`config.mk`:
```
export PLATFORM = sky130hd
export DESIGN_NAME = dispatch_buffer
export DESIGN_NICKNAME = d
export VERILOG_FILES = /design/src/rtl/dispatch_buffer.sv
export SDC_FILE = /design/constraint.sdc
export NUM_CORES = 1
export LEC_CHECK = 0
export BUFFER_PORTS_ARGS = -buffer_cell sky130_fd_sc_hd__buf_4
export CAP_MARGIN = 20
export CORE_MARGIN = 3
export CORE_UTILIZATION = 60
export CTS_CLUSTER_DIAMETER = 30
export DETAILED_ROUTE_END_ITERATION = 16
export PLACE_DENSITY = 0.86
export SLEW_MARGIN = 40
export SYNTH_ARGS = -nofsm -noshare
export SYNTH_HDL_FRONTEND = slang
export SYNTH_SLANG_ARGS = --single-unit
export TNS_END_PERCENT = 20
```
`constraint.sdc`:
```
create_clock -name clk -period 15.3 [get_ports clk]
set_input_delay 3.06 -clock clk [delete_from_list [all_inputs] [get_ports clk]]
set_output_delay 3.06 -clock clk [all_outputs]
set_load 0.05 [all_outputs]
```
`src/rtl/dispatch_buffer.sv`:
```
// dispatch_buffer: instruction FIFO between the fetcher and the ROB/RS/LSB.
// Each cycle the head entry is decoded, its two source operands are resolved
// through register file -> ROB -> CDB bypass, and it is dispatched to either
// the RS or the LSB with a freshly allocated ROB tag.
//
// Ports
//   clk, rst (async, active-low), rdy (global enable), flush (clear FIFO)
//   fetch_*        : enqueue handshake, instruction/PC/predicted-taken
//   reg_*          : register file lookup for the head's rs1/rs2
//   rob_q_*        : ROB result lookup keyed by the register file tags
//   rob_free_tag, rob_full, rs_full, lsb_full : allocation status
//   cdb_*          : CDB_N broadcast channels, packed channel-major
//   disp_*         : dispatch bundle, valid for one cycle, zero when idle
//   ren_*          : rename request for the destination register
//   count          : FIFO occupancy
module dispatch_buffer #(
    parameter  int DEPTH = 8,
    parameter  int XLEN  = 32,
    parameter  int ROB_W = 4,
    parameter  int CDB_N = 2,
    localparam int OP_W  = 6,
    localparam int CNT_W = $clog2(DEPTH + 1)
) (
    input  logic                     clk,
    input  logic                     rst,
    input  logic                     rdy,
    input  logic                     flush,
    input  logic                     fetch_valid,
    output logic                     fetch_ready,
    input  logic [31:0]              fetch_inst,
    input  logic [XLEN-1:0]          fetch_pc,
    input  logic                     fetch_pred,
    output logic [4:0]               reg_rs1,
    output logic [4:0]               reg_rs2,
    input  logic [XLEN-1:0]          reg_val1,
    input  logic [XLEN-1:0]          reg_val2,
    input  logic                     reg_busy1,
    input  logic                     reg_busy2,
    input  logic [ROB_W-1:0]         reg_tag1,
    input  logic [ROB_W-1:0]         reg_tag2,
    output logic [ROB_W-1:0]         rob_q_tag1,
    output logic [ROB_W-1:0]         rob_q_tag2,
    input  logic                     rob_q_ready1,
    input  logic                     rob_q_ready2,
    input  logic [XLEN-1:0]          rob_q_val1,
    input  logic [XLEN-1:0]          rob_q_val2,
    input  logic [ROB_W-1:0]         rob_free_tag,
    input  logic                     rob_full,
    input  logic                     rs_full,
    input  logic                     lsb_full,
    input  logic [CDB_N-1:0]         cdb_valid,
    input  logic [CDB_N*ROB_W-1:0]   cdb_tag,
    input  logic [CDB_N*XLEN-1:0]    cdb_val,
    output logic                     disp_valid,
    output logic                     disp_to_rs,
    output logic                     disp_to_lsb,
    output logic [OP_W-1:0]          disp_op,
    output logic [XLEN-1:0]          disp_imm,
    output logic [XLEN-1:0]          disp_pc,
    output logic [4:0]               disp_rd,
    output logic                     disp_pred,
    output logic [XLEN-1:0]          disp_val1,
    output logic [XLEN-1:0]          disp_val2,
    output logic [ROB_W-1:0]         disp_tag1,
    output logic [ROB_W-1:0]         disp_tag2,
    output logic [ROB_W-1:0]         disp_rob_tag,
    output logic                     ren_valid,
    output logic [4:0]               ren_rd,
    output logic [ROB_W-1:0]         ren_tag,
    output logic [CNT_W-1:0]         count
);
    localparam int PTR_W = $clog2(DEPTH);

    localparam logic [6:0] OPC_LUI    = 7'b0110111;
    localparam logic [6:0] OPC_AUIPC  = 7'b0010111;
    localparam logic [6:0] OPC_JAL    = 7'b1101111;
    localparam logic [6:0] OPC_BRANCH = 7'b1100011;
    localparam logic [6:0] OPC_LOAD   = 7'b0000011;
    localparam logic [6:0] OPC_STORE  = 7'b0100011;
    localparam logic [6:0] OPC_OP     = 7'b0110011;

    logic [31:0]      inst_q [DEPTH];
    logic [XLEN-1:0]  pc_q   [DEPTH];
    logic             pred_q [DEPTH];
    logic [PTR_W-1:0] head, tail;

    logic             have_head, push, pop, disp_go, drop_go, active;
    logic [31:0]      head_inst;
    logic [6:0]       opcode;
    logic             is_lsb, is_drop, tgt_full, use_op1, use_op2;
    logic [OP_W-1:0]  dec_op;
    logic [4:0]       dec_rd, dec_rs1, dec_rs2, rd_eff;
    logic [31:0]      dec_imm;
    logic [XLEN-1:0]  opnd_val1, opnd_val2;
    logic [ROB_W-1:0] opnd_tag1, opnd_tag2;

    // Empty FIFO presents an all-zero head so lookups and outputs stay quiet.
    assign have_head = (count != '0);
    assign head_inst = have_head ? inst_q[head] : 32'h0;
    assign opcode    = head_inst[6:0];

    decodeunit u_dec (
        .inst (head_inst),
        .op   (dec_op),
        .rd   (dec_rd),
        .rs1  (dec_rs1),
        .rs2  (dec_rs2),
        .imm  (dec_imm)
    );

    assign reg_rs1    = dec_rs1;
    assign reg_rs2    = dec_rs2;
    assign rob_q_tag1 = reg_tag1;
    assign rob_q_tag2 = reg_tag2;

    // Memory opcodes always go to the LSB, even if the funct3 is not a legal
    // access width; only non-memory NOPs are silently discarded.
    assign is_lsb   = (opcode == OPC_LOAD) || (opcode == OPC_STORE);
    assign is_drop  = !is_lsb && (dec_op == '0);
    assign tgt_full = is_lsb ? lsb_full : rs_full;

    assign active      = rdy && !flush && have_head;
    assign disp_go     = active && !is_drop && !rob_full && !tgt_full;
    assign drop_go     = active && is_drop;
    assign pop         = disp_go || drop_go;
    assign fetch_ready = rst && rdy && !flush && (count < CNT_W'(DEPTH));
    assign push        = fetch_valid && fetch_ready;

    assign use_op1 = !((opcode == OPC_LUI) || (opcode == OPC_AUIPC) || (opcode == OPC_JAL));
    assign use_op2 = (opcode == OPC_BRANCH) || (opcode == OPC_STORE) || (opcode == OPC_OP);
    assign rd_eff  = ((opcode == OPC_STORE) || (opcode == OPC_BRANCH)) ? 5'd0 : dec_rd;

    // Register file -> ROB -> CDB bypass. Returns {value, tag}; a nonzero tag
    // means the operand is still pending on that ROB entry.
    function automatic logic [XLEN+ROB_W-1:0] resolve(
        input logic [4:0]             rs,
        input logic                   busy,
        input logic [XLEN-1:0]        rval,
        input logic [ROB_W-1:0]       rtag,
        input logic                   qrdy,
        input logic [XLEN-1:0]        qval,
        input logic [CDB_N-1:0]       cv,
        input logic [CDB_N*ROB_W-1:0] ct,
        input logic [CDB_N*XLEN-1:0]  cd
    );
        logic             hit;
        logic [XLEN-1:0]  v;
        logic [ROB_W-1:0] t;
        hit = 1'b0;
        v   = '0;
        t   = '0;
        if (rs == 5'd0) begin
            v = '0;
        end else if (!busy) begin
            v = rval;
        end else if (qrdy) begin
            v = qval;
        end else begin
            // Lowest-numbered matching channel wins.
            for (int k = 0; k < CDB_N; k++) begin
                if (!hit && cv[k] && (ct[k*ROB_W +: ROB_W] == rtag)) begin
                    hit = 1'b1;
                    v   = cd[k*XLEN +: XLEN];
                end
            end
            if (!hit) t = rtag;
        end
        return {v, t};
    endfunction

    always_comb begin
        {opnd_val1, opnd_tag1} = resolve(dec_rs1, reg_busy1, reg_val1, reg_tag1,
                                         rob_q_ready1, rob_q_val1, cdb_valid, cdb_tag, cdb_val);
        {opnd_val2, opnd_tag2} = resolve(dec_rs2, reg_busy2, reg_val2, reg_tag2,
                                         rob_q_ready2, rob_q_val2, cdb_valid, cdb_tag, cdb_val);
        if (!use_op1) begin
            opnd_val1 = '0;
            opnd_tag1 = '0;
        end
        if (!use_op2) begin
            opnd_val2 = '0;
            opnd_tag2 = '0;
        end
    end

    always_comb begin
        disp_valid   = 1'b0;
        disp_to_rs   = 1'b0;
        disp_to_lsb  = 1'b0;
        disp_op      = '0;
        disp_imm     = '0;
        disp_pc      = '0;
        disp_rd      = '0;
        disp_pred    = 1'b0;
        disp_val1    = '0;
        disp_val2    = '0;
        disp_tag1    = '0;
        disp_tag2    = '0;
        disp_rob_tag = '0;
        ren_valid    = 1'b0;
        ren_rd       = '0;
        ren_tag      = '0;
        if (disp_go) begin
            disp_valid   = 1'b1;
            disp_to_rs   = !is_lsb;
            disp_to_lsb  = is_lsb;
            disp_op      = dec_op;
            disp_imm     = XLEN'($signed(dec_imm));
            disp_pc      = pc_q[head];
            disp_rd      = rd_eff;
            disp_pred    = pred_q[head];
            disp_val1    = opnd_val1;
            disp_val2    = opnd_val2;
            disp_tag1    = opnd_tag1;
            disp_tag2    = opnd_tag2;
            disp_rob_tag = rob_free_tag;
            ren_valid    = (rd_eff != 5'd0);
            ren_rd       = rd_eff;
            ren_tag      = rob_free_tag;
        end
    end

    always_ff @(posedge clk or negedge rst) begin
        if (!rst) begin
            head  <= '0;
            tail  <= '0;
            count <= '0;
        end else if (rdy) begin
            if (flush) begin
                head  <= '0;
                tail  <= '0;
                count <= '0;
            end else begin
                if (push) tail <= tail + 1'b1;
                if (pop)  head <= head + 1'b1;
                if (push && !pop)      count <= count + CNT_W'(1);
                else if (pop && !push) count <= count - CNT_W'(1);
            end
        end
    end

    // Payload storage needs no reset: count gates every read.
    always_ff @(posedge clk) begin
        if (push) begin
            inst_q[tail] <= fetch_inst;
            pc_q[tail]   <= fetch_pc;
            pred_q[tail] <= fetch_pred;
        end
    end
endmodule

// decodeunit: RV32I field extraction and operation enumeration.
// Ports: inst in; op (0 = NOP for anything unrecognised), rd, rs1, rs2,
// and the sign-extended immediate for the instruction's format.
module decodeunit (
    input  logic [31:0] inst,
    output logic [5:0]  op,
    output logic [4:0]  rd,
    output logic [4:0]  rs1,
    output logic [4:0]  rs2,
    output logic [31:0] imm
);
    logic [6:0] opc, f7;
    logic [2:0] f3;

    assign opc = inst[6:0];
    assign f3  = inst[14:12];
    assign f7  = inst[31:25];
    assign rd  = inst[11:7];
    assign rs1 = inst[19:15];
    assign rs2 = inst[24:20];

    always_comb begin
        op  = 6'd0;
        imm = 32'h0;
        case (opc)
            7'b0110111: begin op = 6'd1; imm = {inst[31:12], 12'h0}; end
            7'b0010111: begin op = 6'd2; imm = {inst[31:12], 12'h0}; end
            7'b1101111: begin
                op  = 6'd3;
                imm = {{11{inst[31]}}, inst[31], inst[19:12], inst[20], inst[30:21], 1'b0};
            end
            7'b1100111: begin
                if (f3 == 3'b000) op = 6'd4;
                imm = {{20{inst[31]}}, inst[31:20]};
            end
            7'b1100011: begin
                case (f3)
                    3'b000:  op = 6'd5;
                    3'b001:  op = 6'd6;
                    3'b100:  op = 6'd7;
                    3'b101:  op = 6'd8;
                    3'b110:  op = 6'd9;
                    3'b111:  op = 6'd10;
                    default: op = 6'd0;
                endcase
                imm = {{19{inst[31]}}, inst[31], inst[7], inst[30:25], inst[11:8], 1'b0};
            end
            7'b0000011: begin
                case (f3)
                    3'b000:  op = 6'd11;
                    3'b001:  op = 6'd12;
                    3'b010:  op = 6'd13;
                    3'b100:  op = 6'd14;
                    3'b101:  op = 6'd15;
                    default: op = 6'd0;
                endcase
                imm = {{20{inst[31]}}, inst[31:20]};
            end
            7'b0100011: begin
                case (f3)
                    3'b000:  op = 6'd16;
                    3'b001:  op = 6'd17;
                    3'b010:  op = 6'd18;
                    default: op = 6'd0;
                endcase
                imm = {{20{inst[31]}}, inst[31:25], inst[11:7]};
            end
            7'b0010011: begin
                case (f3)
                    3'b000:  op = 6'd19;
                    3'b010:  op = 6'd20;
                    3'b011:  op = 6'd21;
                    3'b100:  op = 6'd22;
                    3'b110:  op = 6'd23;
                    3'b111:  op = 6'd24;
                    3'b001:  op = (f7 == 7'b0000000) ? 6'd25 : 6'd0;
                    default: op = (f7 == 7'b0000000) ? 6'd26 :
                                  (f7 == 7'b0100000) ? 6'd27 : 6'd0;
                endcase
                imm = {{20{inst[31]}}, inst[31:20]};
            end
            7'b0110011: begin
                case ({f7, f3})
                    10'b0000000_000: op = 6'd28;
                    10'b0100000_000: op = 6'd29;
                    10'b0000000_001: op = 6'd30;
                    10'b0000000_010: op = 6'd31;
                    10'b0000000_011: op = 6'd32;
                    10'b0000000_100: op = 6'd33;
                    10'b0000000_101: op = 6'd34;
                    10'b0100000_101: op = 6'd35;
                    10'b0000000_110: op = 6'd36;
                    10'b0000000_111: op = 6'd37;
                    default:         op = 6'd0;
                endcase
            end
            default: op = 6'd0;
        endcase
    end
endmodule
```
Yosys cells after proc, flatten, opt, wreduce, memory -nomap -nowiden
Memories as Yosys holds them, arrays and structs flattened. Cells that the tools add are included.

Order comparisons: 1. Multiplexer cells: 75. Equal/unequal tests: 30. Add/sub/neg operators: 4. Reduce and logical (&&, ||, !) cells: 50.

Operators by type and width (number): $mux 32 (17); $pmux 32 s5 (1); $mux 4 (16); $pmux 6 s10 (1); $pmux 6 s9 (1); $pmux 6 s7 (1); $eq 10x3->1 const B (4); $eq 7x6->1 const B (4); $mux 1 (24); $pmux 4 s6 (1); $eq 7x7->1 const B (3); $eq 10x2->1 const B (2); $eq 10x9->1 const B (2); $mux 5 (4); $pmux 4 s5 (1); $logic_and 1x1->1 (19); $eq 4x4->1 (4); $mux 3 (5); $pmux 5 s3 (1); $eq 7x5->1 const B (2); $eq 3x3->1 const B (4); $mux 6 (2); $eq 10x1->1 const B (1); $logic_not 10->1 (1); other kinds (20) (39).

Memories: 3. Word-level logic and storage cells: 166. Bits in writable memories: 520. Register bits after elaboration: 10.

Memory list: inst_q (depth 8, bits a word 32, rd ports 1, clocked after memory_dff 0, wr ports 1, RTL line 82) `logic [31:0] inst_q [DEPTH];`; pc_q (depth 8, bits a word 32, rd ports 1, clocked after memory_dff 0, wr ports 1, RTL line 83) `logic [XLEN-1:0] pc_q [DEPTH];`; pred_q (depth 8, bits a word 1, rd ports 1, clocked after memory_dff 0, wr ports 1, RTL line 84) `logic pred_q [DEPTH];`.

Depth between registers and ports, before layout
Gate-level depths: netlist of the first run.

Depth after elaboration: 19. Depth in mapped cells: 22. Depth with buffers taken out: 17.

By module
From an unflattened synthesis of the first run, not the netlist that was laid out.

Cells, all modules: 1628. Area total of the unflattened synthesis: 24733.7 um^2.

By module, submodules not included: dispatch_buffer (area an instance 23641.4 um^2, cells each 1458, instances 1); decodeunit (area an instance 1092.3 um^2, cells each 170, instances 1).

Worst setup path before layout of the first run
OpenSTA, ideal clock, no wires.

Path type: input -> register. Start: in rdy. End: mem inst_q[0][0], enable pin. Path slack: 3.116 ns. Cell stages on the path: 3. Arrival: 11.535 ns. Path through: nor4bb_1 -> nand2_1 -> nor4_1.

Cells in the longest elaborated chain, start to end: 6.

Ends and longest elaborated chain: start, declared (RTL line 26) `input logic rdy,`; $logic_and 1x1->1 (3 in series) (RTL line 126) `assign fetch_ready = rst && rdy && !flush && (count < CNT_W'(DEPTH));`; $logic_and 1x1->1 (RTL line 127) `assign push = fetch_valid && fetch_ready;`; $mux 1 (RTL line 244) `if (push) begin`; $mux 1 (not written as such) (RTL line 245) `inst_q[tail] <= fetch_inst;`; end, declared (RTL line 82).

Every way passes these cells.

Worst setup path after layout of the first run
Start: reg head[0]. End: out disp_imm[28].

Cells in the longest elaborated chain, start to end: 14. Elaborated cells between the ends (all ways): 55. Those cells by class: eq/ne (26); mux (14); reduce/logical (14); memory (1).

Ends and longest elaborated chain: start, declared (RTL line 85) `logic [PTR_W-1:0] head, tail;`; start signal, assigned (RTL line 235) `if (pop) head <= head + 1'b1;`; $mem_v2 8x32 *; $mux 32 * (RTL line 99) `assign head_inst = have_head ? inst_q[head] : 32'h0;`; $eq 7x6->1 (RTL line 329) `(f7 == 7'b0100000) ? 6'd27 : 6'd0;`; $mux 5 (RTL line 329); $mux 6 (RTL line 328) `default: op = (f7 == 7'b0000000) ? 6'd26 :`; $pmux 6 s7 (RTL line 320) `case (f3)`; $pmux 6 s9 (RTL line 276) `case (opc)`; $logic_not 6->1 (RTL line 119) `assign is_drop = !is_lsb && (dec_op == '0);`; $logic_and 1x1->1 (RTL line 119); $logic_not 1->1 (RTL line 123) `assign disp_go = active && !is_drop && !rob_full && !tgt_full;`; $logic_and 1x1->1 (3 in series) (RTL line 123); $mux 32 * (RTL line 203) `if (disp_go) begin`; end, declared (RTL line 58) `output logic [XLEN-1:0] disp_imm,`.

Every way passes the cells marked *; elsewhere a longest branch is shown, timed or not.

==> results of run 1 <==
==> worst paths after layout <==
kind                                           start              endpoint  cells past startpoint
worst max-delay path             head[0]$_DFFE_PN0P_          disp_imm[28]                     14
worst min-delay path            count[0]$_DFFE_PN0P_  count[0]$_DFFE_PN0P_                      1
worst max register to register   head[0]$_DFFE_PN0P_  count[3]$_DFFE_PN0P_                     19
worst min register to register  count[0]$_DFFE_PN0P_  count[0]$_DFFE_PN0P_                      1
max in group asynchronous                        rst   head[1]$_DFFE_PN0P_                      1
min in group asynchronous                        rst   head[2]$_DFFE_PN0P_                      1
==> state kept, by name, indices dropped and copies added, names as in the netlist <==
register  cells
head          3
inst_q      256
count         4
pred_q        8
pc_q        256
tail          3
==> cells in the mapped netlist, types with 7 or more instances <==
library cell and count:
nand3_1 20, edfxtp_1 520, buf_4 22, xor2_1 11, inv_1 14, buf_6 7
mux2i_1 173, a21oi_1 30, nand4_1 7, buf_1 11, mux4_2 98, o21ai_2 10
nand2_1 133, dfrtp_1 10, o21ai_0 75, clkbuf_1 51, nor3_1 11, nor2_1 159
buf_2 28, a22oi_1 82, and2_1 14
==> layout make-up <==
cell class / count / area [µm²]
flip-flops and latches: 530 / 15880
repair buffers: 505 / 3855
inverters: 15 / 56.30
diodes: 10 / 25.02
clock buffers: 95 / 2281
well taps: 525 / 656.9
clock inverters: 71 / 932.1
multi-input cells: 938 / 7802
fillers: 2023 / 8429
==> critical path, delay by kind of cell, from the launching register on <==
| family | cells | cell delay, ps |
|---|---|---|
| simple gates | 7 | 3080 |
| buf+inv | 3 | 1140 |
| flops | 1 | 930 |
| compound gates | 3 | 620 |
| mux | 1 | 170 |
==> cells by family (layout without fill, tap and decap cells) <==
kind of cell,Yosys count,after routing
other,0,10
xor gates and xnor gates,18,18
DFF,530,530
muxes,275,275
buffers and inverters,138,686
and+or+nand+nor,405,405
AOI/OAI and AO/OA,235,235
adders and majority gates,5,5
==> power groups by stage <==
stage | Sequential [µW] | Combinational [µW] | Clock (µW)
floorplan | 1670 | 1020 | 0
global placement | 1710 | 1300 | 0
detailed placement | 1720 | 1340 | 0
CTS | 1690 | 1390 | 2160
global route | 1680 | 1500 | 2220
finish | 1680 | 1440 | 2150
==> per-stage QoR <==
stage	util	instance area (µm²)	total power (µW)	cells
4_1_cts	0.7875	31430	5236	2678
2_1_floorplan	-	24330	2690	1606
3_3_place_gp	0.7058	28170	3010	2511
5_1_grt	0.7885	31470	5392	2684
6_report	0.7888	31490	5273	2689
3_5_place_dp	0.7070	28220	3061	2512
==> cells in the final DEF (no fill, tap or decap), types with 5 or more instances in the layout <==
cell and instances:
a21o_1 5, a21oi_1 30, a22oi_1 82, a22oi_2 5
and2_1 14, and3_1 6, and4_1 6, buf_4 497
buf_6 5, bufinv_16 16, clkbuf_16 90, clkinv_1 6
clkinv_2 18, clkinv_4 7, clkinvlp_4 8, dfrtp_1 7
diode_2 10, edfxtp_1 520, inv_1 14, inv_6 9
mux2i_1 173, mux4_2 98, nand2_1 133, nand2b_1 6
nand3_1 20, nand3_2 6, nand4_1 7, nor2_1 155
nor3_1 7, nor3_2 7, o21ai_0 74, o21ai_2 10
xnor2_1 6, xor2_1 11
==> layer usage <==
| layer | GRT usage | part of all wire | vias up |
|---|---|---|---|
| met5 | 0 | 0.00088 | - |
| met4 | 0.2226 | 0.070 | 12 |
| met3 | 0.1197 | 0.12 | 410 |
| met2 | 0.6971 | 0.48 | 1834 |
| met1 | 0.5307 | 0.33 | 9027 |
| li1 | - | - | 7227 |
==> key figures, run 1 <==
Outcome
  – Status: finished clean

GRT
  – Vias in the first global route: 18334
  – Global-route wire length before repair: 133400 µm
  – GRT Util Overall: 0.4286
  – Pin count of the biggest net entering global routing: 66
  – Overflow after GRT: 0
  – Initial antenna violation count: 17

Power
  – Peak supply drop: 0.1575 mV
  – Switching pwr: 1743 µW
  – Leakage power: 0.01157 µW
  – Switching Fraction: 0.3305
  – Combinational Power Share: 0.273
  – Design internal power: 3530 µW
  – Clock power share: 0.409
  – Power Dens Cells: 167.5 nW/µm²
  – Register share of total power: 0.318

Clocking
  – Hold buffer count at cts: 0
  – CTS tree: done
  – CTS Root Cell: clkbuf_16
  – CTS Buf Count: 89
  – Setup bufs post-CTS: 0
  – CTS clk-pin slew, worst paths: 50 ps
  – Resized cells post-CTS: 0
  – Clock Latency Late Sink: 630 ps
  – Clock Tree Buf Depth: 3
  – Clock Sinks: 530
  – CTS H-Tree Depth: 3

Route
  – DR iter-0 viols: 2944
  – Via density: 6.884
  – Post-route ant nets: 0
  – DR vias: 18510
  – DRC: 0
  – Drt pass-1 iters: 7
  – Routed WL: 93960 µm
  – Routed len/inst: 34.94 µm

Synthesis
  – Syn_area_per_cell: 15.15 µm²
  – Complex-gate fraction of the synthesized area: 0.06495
  – Syn Inst Count: 1606
  – Post-Synthesis Net Count: 1902
  – Synth Register Bits: 530
  – Xor-xnor portion of the synthesized cell area: 0.006788
  – Cell taking the most area after synthesis: edfxtp_1
  – Number of synthesized flops with an enable pin: 520
  – Portion of netlist area occupied by mux cells: 0.1637
  – Yosys warns: 0
  – Synth Area in Simple Gates: 0.07929
  – Library cells used by synthesis: 75
  – Dominant synthesized flop cell: edfxtp_1
  – Async SR Flop Fraction: 0.01887
  – Sequential area share after synthesis: 0.6520
  – Largest family of logic cells by synthesized area: multiplexers
  – Top cells by area, synth: edfxtp_1, mux4_2, mux2i_1
  – Post-Synth Adder-Cell Area: 0.002880
  – Synth Cell Area: 24330 µm²
  – Top cell type's share of synthesized area: 0.6417

Placed design
  – Placer Congestion: 1.079
  – PortBufs: 478
  – DP HPWL: 57230 µm
  – Worst slack at placement: 6381 ps

STA
  – Peak Freq: 0.1028 GHz
  – Final count of negative-setup-slack endpoints: 0
  – Clock Skew: 32.82 ps
  – RSZ-0062 raised after global routing: false
  – Fin. Hold Viols: 0
  – Worst hold slack: 655.8 ps
  – Max-slew violation count: 0
  – Fin crit period: 9731 ps
  – Setup TNS: 0 ps
  – Relative slew margins: 0.4119
  – Tightest Pin Transition: 882.1 ps
  – Tcrit/Tclk final: 0.6360
  – Final setup margin: 5569 ps

Setup path
  – Crit-path max cell delay: 930 ps
  – WP data arrival: 6670 ps
  – CP Data Required Time: 12240 ps
  – Critical-path cell list: buf_12 -> buf_16 -> mux2i_1 -> a21oi_1 -> nand4_1 -> nand3_1 -> nor3_2 -> o21ai_0 -> nor4b_1 -> nand4_2 -> nand2_4 -> or3_1 -> o21ai_2 -> buf_4
  – R2R Setup Slk: 8920 ps
  – CP max-delay cell: dfrtp_4
  – Worst setup SP type: flop
  – Crit path max fanout: 64
  – Crit. End Element: output pin
  – CP Class: reg -> out

Hold path
  – Worst hold path type: reg -> reg

Finish
  – Layout cells sized above 1: 0.3812
  – Fin nets: 2375
  – Area Growth Syn to Fin: 29.40%

Floorplanning
  – Die height: 207.4 µm
  – Row cnt: 73
  – Total core area: 39910 µm²
  – Starting Density: 0.6096
  – IO Count: 479
  – Die Span X: 207.4 µm
  – Die ar.: 43010 µm²

Flow run
  – Reported max-cap violation count: 0
(Power assumes the default switching activity.)
==> inputs of run 2 (changes only) <==
Settings changed: CORE_UTILIZATION 60 to 50, PLACE_DENSITY 0.86 to 0.76.
Clock period 15.3 ns to 8.29 ns, I/O delays scaled along.
==> run 2 against run 1 <==
  * Global-route usage is 13 points lower
  * Design area increased by 0.59%
  * Worst setup slack lost 4700 ps
  * Die area grew 19%
  * Highest routed layer unchanged
  * Sequential share of layout area is 0.30 points lower
  * Count of clock-buffer cells in the layout grew 8
  * Clock skew fell by 3.3 ps
  * Critical path depth fell by 2
  * Sequential power increased by 81%
  * Register-to-register slack got worse by 6200 ps
==> key figures, run 2 (synthesis gave the netlist of run 1 again) <==
Setup path
  – Crit. End Element: output pin
  – WP data arrival: 5730 ps
  – Worst setup SP type: flop
  – CP max-delay cell: nor2b_2
  – CP Data Required Time: 6630 ps
  – R2R Setup Slk: 2700 ps
  – Crit path max fanout: 43
  – Crit-path max cell delay: 690 ps
  – Critical-path cell list: nor2b_2 -> a21oi_1 -> and4_1 -> nand2_1 -> nor4_1 -> o311ai_0 -> and4_4 -> nand4_2 -> nand2_4 -> or3_1 -> o21ai_1 -> buf_4
  – CP Class: reg -> out

Power
  – Design internal power: 6470 µW
  – Switching Fraction: 0.3182
  – Register share of total power: 0.321
  – Switching pwr: 3020 µW
  – Power Dens Cells: 299.6 nW/µm²
  – Peak supply drop: 0.2281 mV
  – Clock power share: 0.403
  – Leakage power: 0.01157 µW
  – Combinational Power Share: 0.276

Finish
  – Layout cells sized above 1: 0.3820
  – Most common cell after layout, fill and taps aside: edfxtp_1
  – Fin nets: 2384
  – Layout Cells excl Fill: 2789
  – Top flop regs: inst_q x256, pc_q x256, pred_q x8
  – Commonest cells after routing, fill and taps aside: edfxtp_1, buf_4, mux2i_1, nor2_1, nand2_1
  – Area Growth Syn to Fin: 30.16%

Route
  – Via density: 6.028
  – DR iter-0 viols: 1691
  – DRC: 0
  – Routed len/inst: 27.90 µm
  – Routed WL: 77820 µm
  – Drt pass-1 iters: 8
  – Post-route ant nets: 0
  – DR vias: 16812

STA
  – Fin. Hold Viols: 0
  – RSZ-0062 raised after global routing: false
  – Tightest Pin Transition: 917.0 ps
  – Fin crit period: 7387 ps
  – Relative slew margins: 0.3864
  – Worst hold slack: 663.8 ps
  – Setup TNS: 0 ps
  – Tcrit/Tclk final: 0.8911
  – Final setup margin: 903.2 ps
  – Final count of negative-setup-slack endpoints: 0
  – Peak Freq: 0.1354 GHz
  – Max-slew violation count: 0
  – Clock Skew: 29.56 ps

Floorplanning
  – Row cnt: 80
  – Die height: 226.6 µm
  – Starting Density: 0.5075
  – IO Count: 479
  – Total core area: 47950 µm²
  – Die Span X: 226.6 µm
  – Die ar.: 51350 µm²

Clocking
  – CTS H-Tree Depth: 3
  – Clock Tree Buf Depth: 3
  – CTS clk-pin slew, worst paths: 50 ps
  – CTS Root Cell: clkbuf_16
  – Setup bufs post-CTS: 0
  – Resized cells post-CTS: 0
  – CTS tree: done
  – Hold buffer count at cts: 0
  – Clock Latency Late Sink: 610 ps
  – Clock Sinks: 530
  – CTS Buf Count: 93

GRT
  – Overflow after GRT: 0
  – Initial antenna violation count: 16
  – Pin count of the biggest net entering global routing: 66
  – Vias in the first global route: 16681
  – Global-route wire length before repair: 110400 µm
  – GRT Util Overall: 0.2965

Outcome
  – Status: finished clean

Hold path
  – Worst hold path type: reg -> reg

Placed design
  – DP HPWL: 51350 µm
  – Worst slack at placement: 1672 ps
  – PortBufs: 478
  – # placed instances: 2608
  – Placer Congestion: 0.9908

Flow run
  – Reported max-cap violation count: 0
run 2: changes by cell type in the layout (fill, tap and decap cells not counted), moves of 2 or more:
cell / delta
buf_4: +3
buf_8: +2
bufinv_16: -4
clkbuf_1: +3
clkbuf_16: +4
clkinv_1: +3
clkinv_2: -10
clkinvlp_4: +9
inv_6: +3
run 2: worst max-delay path, delay by kind of cell, from the launching register on:
family / cells / cell delay [ps]
DFF: 1 / 580
buffers and inverters: 1 / 220
AOI/OAI and AO/OA: 3 / 760
and+or+nand+nor: 8 / 3530
run 2: worst paths after layout:
path	from	end	depth (start not counted)
setup / recovery	head[2]$_DFFE_PN0P_	disp_imm[20]	12
hold / removal	count[2]$_DFFE_PN0P_	count[2]$_DFFE_PN0P_	2
setup reg to reg	head[2]$_DFFE_PN0P_	count[3]$_DFFE_PN0P_	17
hold reg to reg	count[2]$_DFFE_PN0P_	count[2]$_DFFE_PN0P_	2
max in group asynchronous	rst	head[1]$_DFFE_PN0P_	1
min in group asynchronous	rst	head[2]$_DFFE_PN0P_	1
run 2: per-layer routing:
| metal | GRT usage | vias to the layer above | part of all wire |
|---|---|---|---|
| met5 | 0 | - | 0.0010 |
| met4 | 0.1634 | 12 | 0.055 |
| met3 | 0.1098 | 216 | 0.10 |
| met2 | 0.4358 | 867 | 0.46 |
| met1 | 0.3848 | 8470 | 0.38 |
| li1 | - | 7247 | - |
run 2: final cells by class:
class | count | area [µm²]
Antenna cell | 9 | 22.52
Clock buffer | 103 | 2406
Clock inverter | 69 | 817.0
Fill cell | 3284 | 16270
Inverter | 15 | 56.30
Multi-Input combinational cell | 938 | 7809
Sequential cell | 530 | 15880
Tap cell | 615 | 769.5
Timing Repair Buffer | 510 | 3915
run 2: through the flow:
stage | util | total power (µW) | cell area [µm²]
floorplan | - | 4965 | 24340
global placement | 0.5901 | 5632 | 28290
detailed placement | 0.5928 | 5671 | 28420
CTS | 0.6600 | 9526 | 31640
global route | 0.6606 | 9836 | 31670
finish | 0.6606 | 9490 | 31670
run 2: power groups by stage:
| stage | logic, µW | clock network [µW] | registers, µW |
|---|---|---|---|
| 5_1_grt | 2780 | 4010 | 3050 |
| 2_1_floorplan | 1890 | 0 | 3080 |
| 3_3_place_gp | 2520 | 0 | 3110 |
| 6_report | 2620 | 3830 | 3040 |
| 4_1_cts | 2600 | 3880 | 3040 |
| 3_5_place_dp | 2580 | 0 | 3090 |
==> inputs of run 3 (changes only) <==
Settings changed: BUFFER_PORTS_ARGS -buffer_cell sky130_fd_sc_hd__buf_4 to not set, CORE_UTILIZATION 50 to 58, DONT_BUFFER_PORTS set to 1.
==> run 3 against run 2 <==
  * Die area down 13%
  * Clock skew up 1.7 ps
  * Count of clock-buffer cells in the layout down 2
  * Clock power down 4%
  * Critical path depth down 1
  * Final cell count down 18%
==> key figures, run 3 (synthesis gave the netlist of run 1 again) <==
Clocking
  – Clock Tree Buf Depth: 3
  – CTS Buf Count: 94
  – Setup bufs post-CTS: 0
  – Resized cells post-CTS: 0
  – CTS tree: done
  – CTS H-Tree Depth: 3
  – CTS clk-pin slew, worst paths: 50 ps
  – Clock Sinks: 530
  – Hold buffer count at cts: 0
  – CTS Root Cell: clkbuf_16
  – Clock Latency Late Sink: 620 ps

Placed design
  – Placed Area: 25340 µm²
  – DP HPWL: 48660 µm
  – Placer Congestion: 0.9593
  – PortBufs: 0
  – # placed instances: 2099

GRT
  – Initial antenna violation count: 21
  – Overflow after GRT: 0
  – Global-route wire length before repair: 106300 µm
  – Vias in the first global route: 15012
  – Pin count of the biggest net entering global routing: 91
  – GRT Util Overall: 0.3322

STA
  – Tcrit/Tclk final: 0.9164
  – Fin. Hold Viols: 0
  – RSZ-0062 raised after global routing: false
  – Peak Freq: 0.1316 GHz
  – Tightest Pin Transition: 893.0 ps
  – Fin crit period: 7597 ps
  – Relative slew margins: 0.4025
  – Max-slew violation count: 0
  – Clock Skew: 31.26 ps
  – Final count of negative-setup-slack endpoints: 0

Route
  – Drt pass-1 iters: 5
  – DRC: 0
  – DR vias: 15264
  – Routed WL: 74570 µm
  – Via density: 6.645
  – Post-route ant nets: 0
  – Routed len/inst: 32.46 µm
  – DR iter-0 viols: 1466

Power
  – Peak supply drop: 0.2858 mV
  – Leakage power: 0.009357 µW
  – Power Dens Cells: 320.7 nW/µm²

Hold path
  – Sink of the worst hold path: tail[1]$_DFFE_PN0P_
  – Hold wc startpoint: tail[1]$_DFFE_PN0P_
  – Worst hold path type: reg -> reg
  – Hold depth: 2

Floorplanning
  – IO Count: 479
  – Total core area: 41110 µm²
  – Die ar.: 44450 µm²
  – Starting Density: 0.5919
  – Die Span X: 210.8 µm
  – Die height: 210.8 µm
  – Row cnt: 74

Finish
  – Fin nets: 1959
  – Layout Cells excl Fill: 2297
  – Final Instance Area: 28530 µm²
  – Commonest cells after routing, fill and taps aside: edfxtp_1, mux2i_1, nand2_1, mux4_2, clkbuf_16
  – Layout cells sized above 1: 0.2803
  – Area Growth Syn to Fin: 17.24%
  – Top flop regs: inst_q x256, pc_q x256, pred_q x8
  – Most common cell after layout, fill and taps aside: edfxtp_1

Setup path
  – Crit-path max cell delay: 790 ps
  – CP Data Required Time: 6630 ps
  – Worst r2r src: head[1]$_DFFE_PN0P_
  – Crit. End Element: output pin
  – CP max-delay cell: dfrtp_4
  – Crit path max-delay family: simple AND/OR/NAND/NOR gates
  – WP data arrival: 5940 ps
  – Worst setup SP type: flop
  – FF-to-FF End: count[3]$_DFFE_PN0P_
  – Critical-path cell list: nor2b_2 -> a21oi_1 -> and4_1 -> xnor2_1 -> o21bai_1 -> a21o_1 -> nor4b_1 -> nand4_2 -> nand2_8 -> or3_1 -> o21ai_2
  – R2R Setup Slk: 2370 ps
  – CP bufs+invs: 0
  – Worst r2r path cells: 17
  – CP Class: reg -> out
  – Crit path max fanout: 43
  – Crit path launch: head[1]$_DFFE_PN0P_

Flow run
  – Reported max-cap violation count: 0

Outcome
  – Status: finished clean
run 3: how the worst max path moves through the flow:
stage / to / depth (start not counted)
2_1_floorplan: inst_q[4][0]$_DFFE_PP_ / 3
3_3_place_gp: disp_imm[20] / 10
3_5_place_dp: disp_imm[28] / 10
4_1_cts: disp_imm[28] / 11
5_1_grt: disp_tag2[2] / 11
6_report: disp_imm[25] / 11
run 3: stage by stage:
step	total power, µW	setup TNS, ps	utilization	setup WS, ps	hold slack [ps]
floorplan	4965	-174220	-	-743.7	585.8
global placement	5433	0	0.6097	1320	658.1
detailed placement	5475	0	0.6164	1416	675.8
CTS	9178	0	0.6919	767.0	697.7
global route	9491	0	0.6936	349.6	715.0
finish	9148	0	0.6939	692.9	703.3
run 3: worst register-to-register path: stages, from the launching register on:
cell and delay (ps):
dfrtp_4 790, nor2b_2 760, a21oi_1 180, and4_1 440, xnor2_1 290, o21bai_1 90, a21o_1 190, nor4b_1 530
nand4_2 520, o21a_1 500, nand2_1 200, ha_1 250, a21o_1 180, a21oi_1 210, a21oi_1 120, o21ai_0 180
nand2_1 80, a211o_1 290
run 3: area by class of cell:
| class | instances | area [µm²] |
|---|---|---|
| Antenna cell | 24 | 60.06 |
| Tap cell | 532 | 665.6 |
| Timing Repair Buffer | 84 | 701.9 |
| Sequential cell | 530 | 15880 |
| Clock buffer | 101 | 2379 |
| Inverter | 15 | 56.30 |
| Fill cell | 2679 | 12580 |
| Multi-Input combinational cell | 938 | 8063 |
| Clock inverter | 73 | 725.7 |
run 3: layer usage:
| metal | global-route usage | vias to the layer above | share of wire |
|---|---|---|---|
| met5 | 0.02047 | - | 0.00054 |
| met4 | 0.1570 | 6 | 0.042 |
| met1 | 0.4480 | 7763 | 0.39 |
| met2 | 0.4609 | 928 | 0.45 |
| met3 | 0.1545 | 150 | 0.12 |
| li1 | - | 6417 | - |
run 3: report_power, final:
part	switching, µW	leakage, µW	internal (µW)
Combinational	1460	0.00307	890
Clock	1370	0.00148	2300
Sequential	146	0.00480	2980
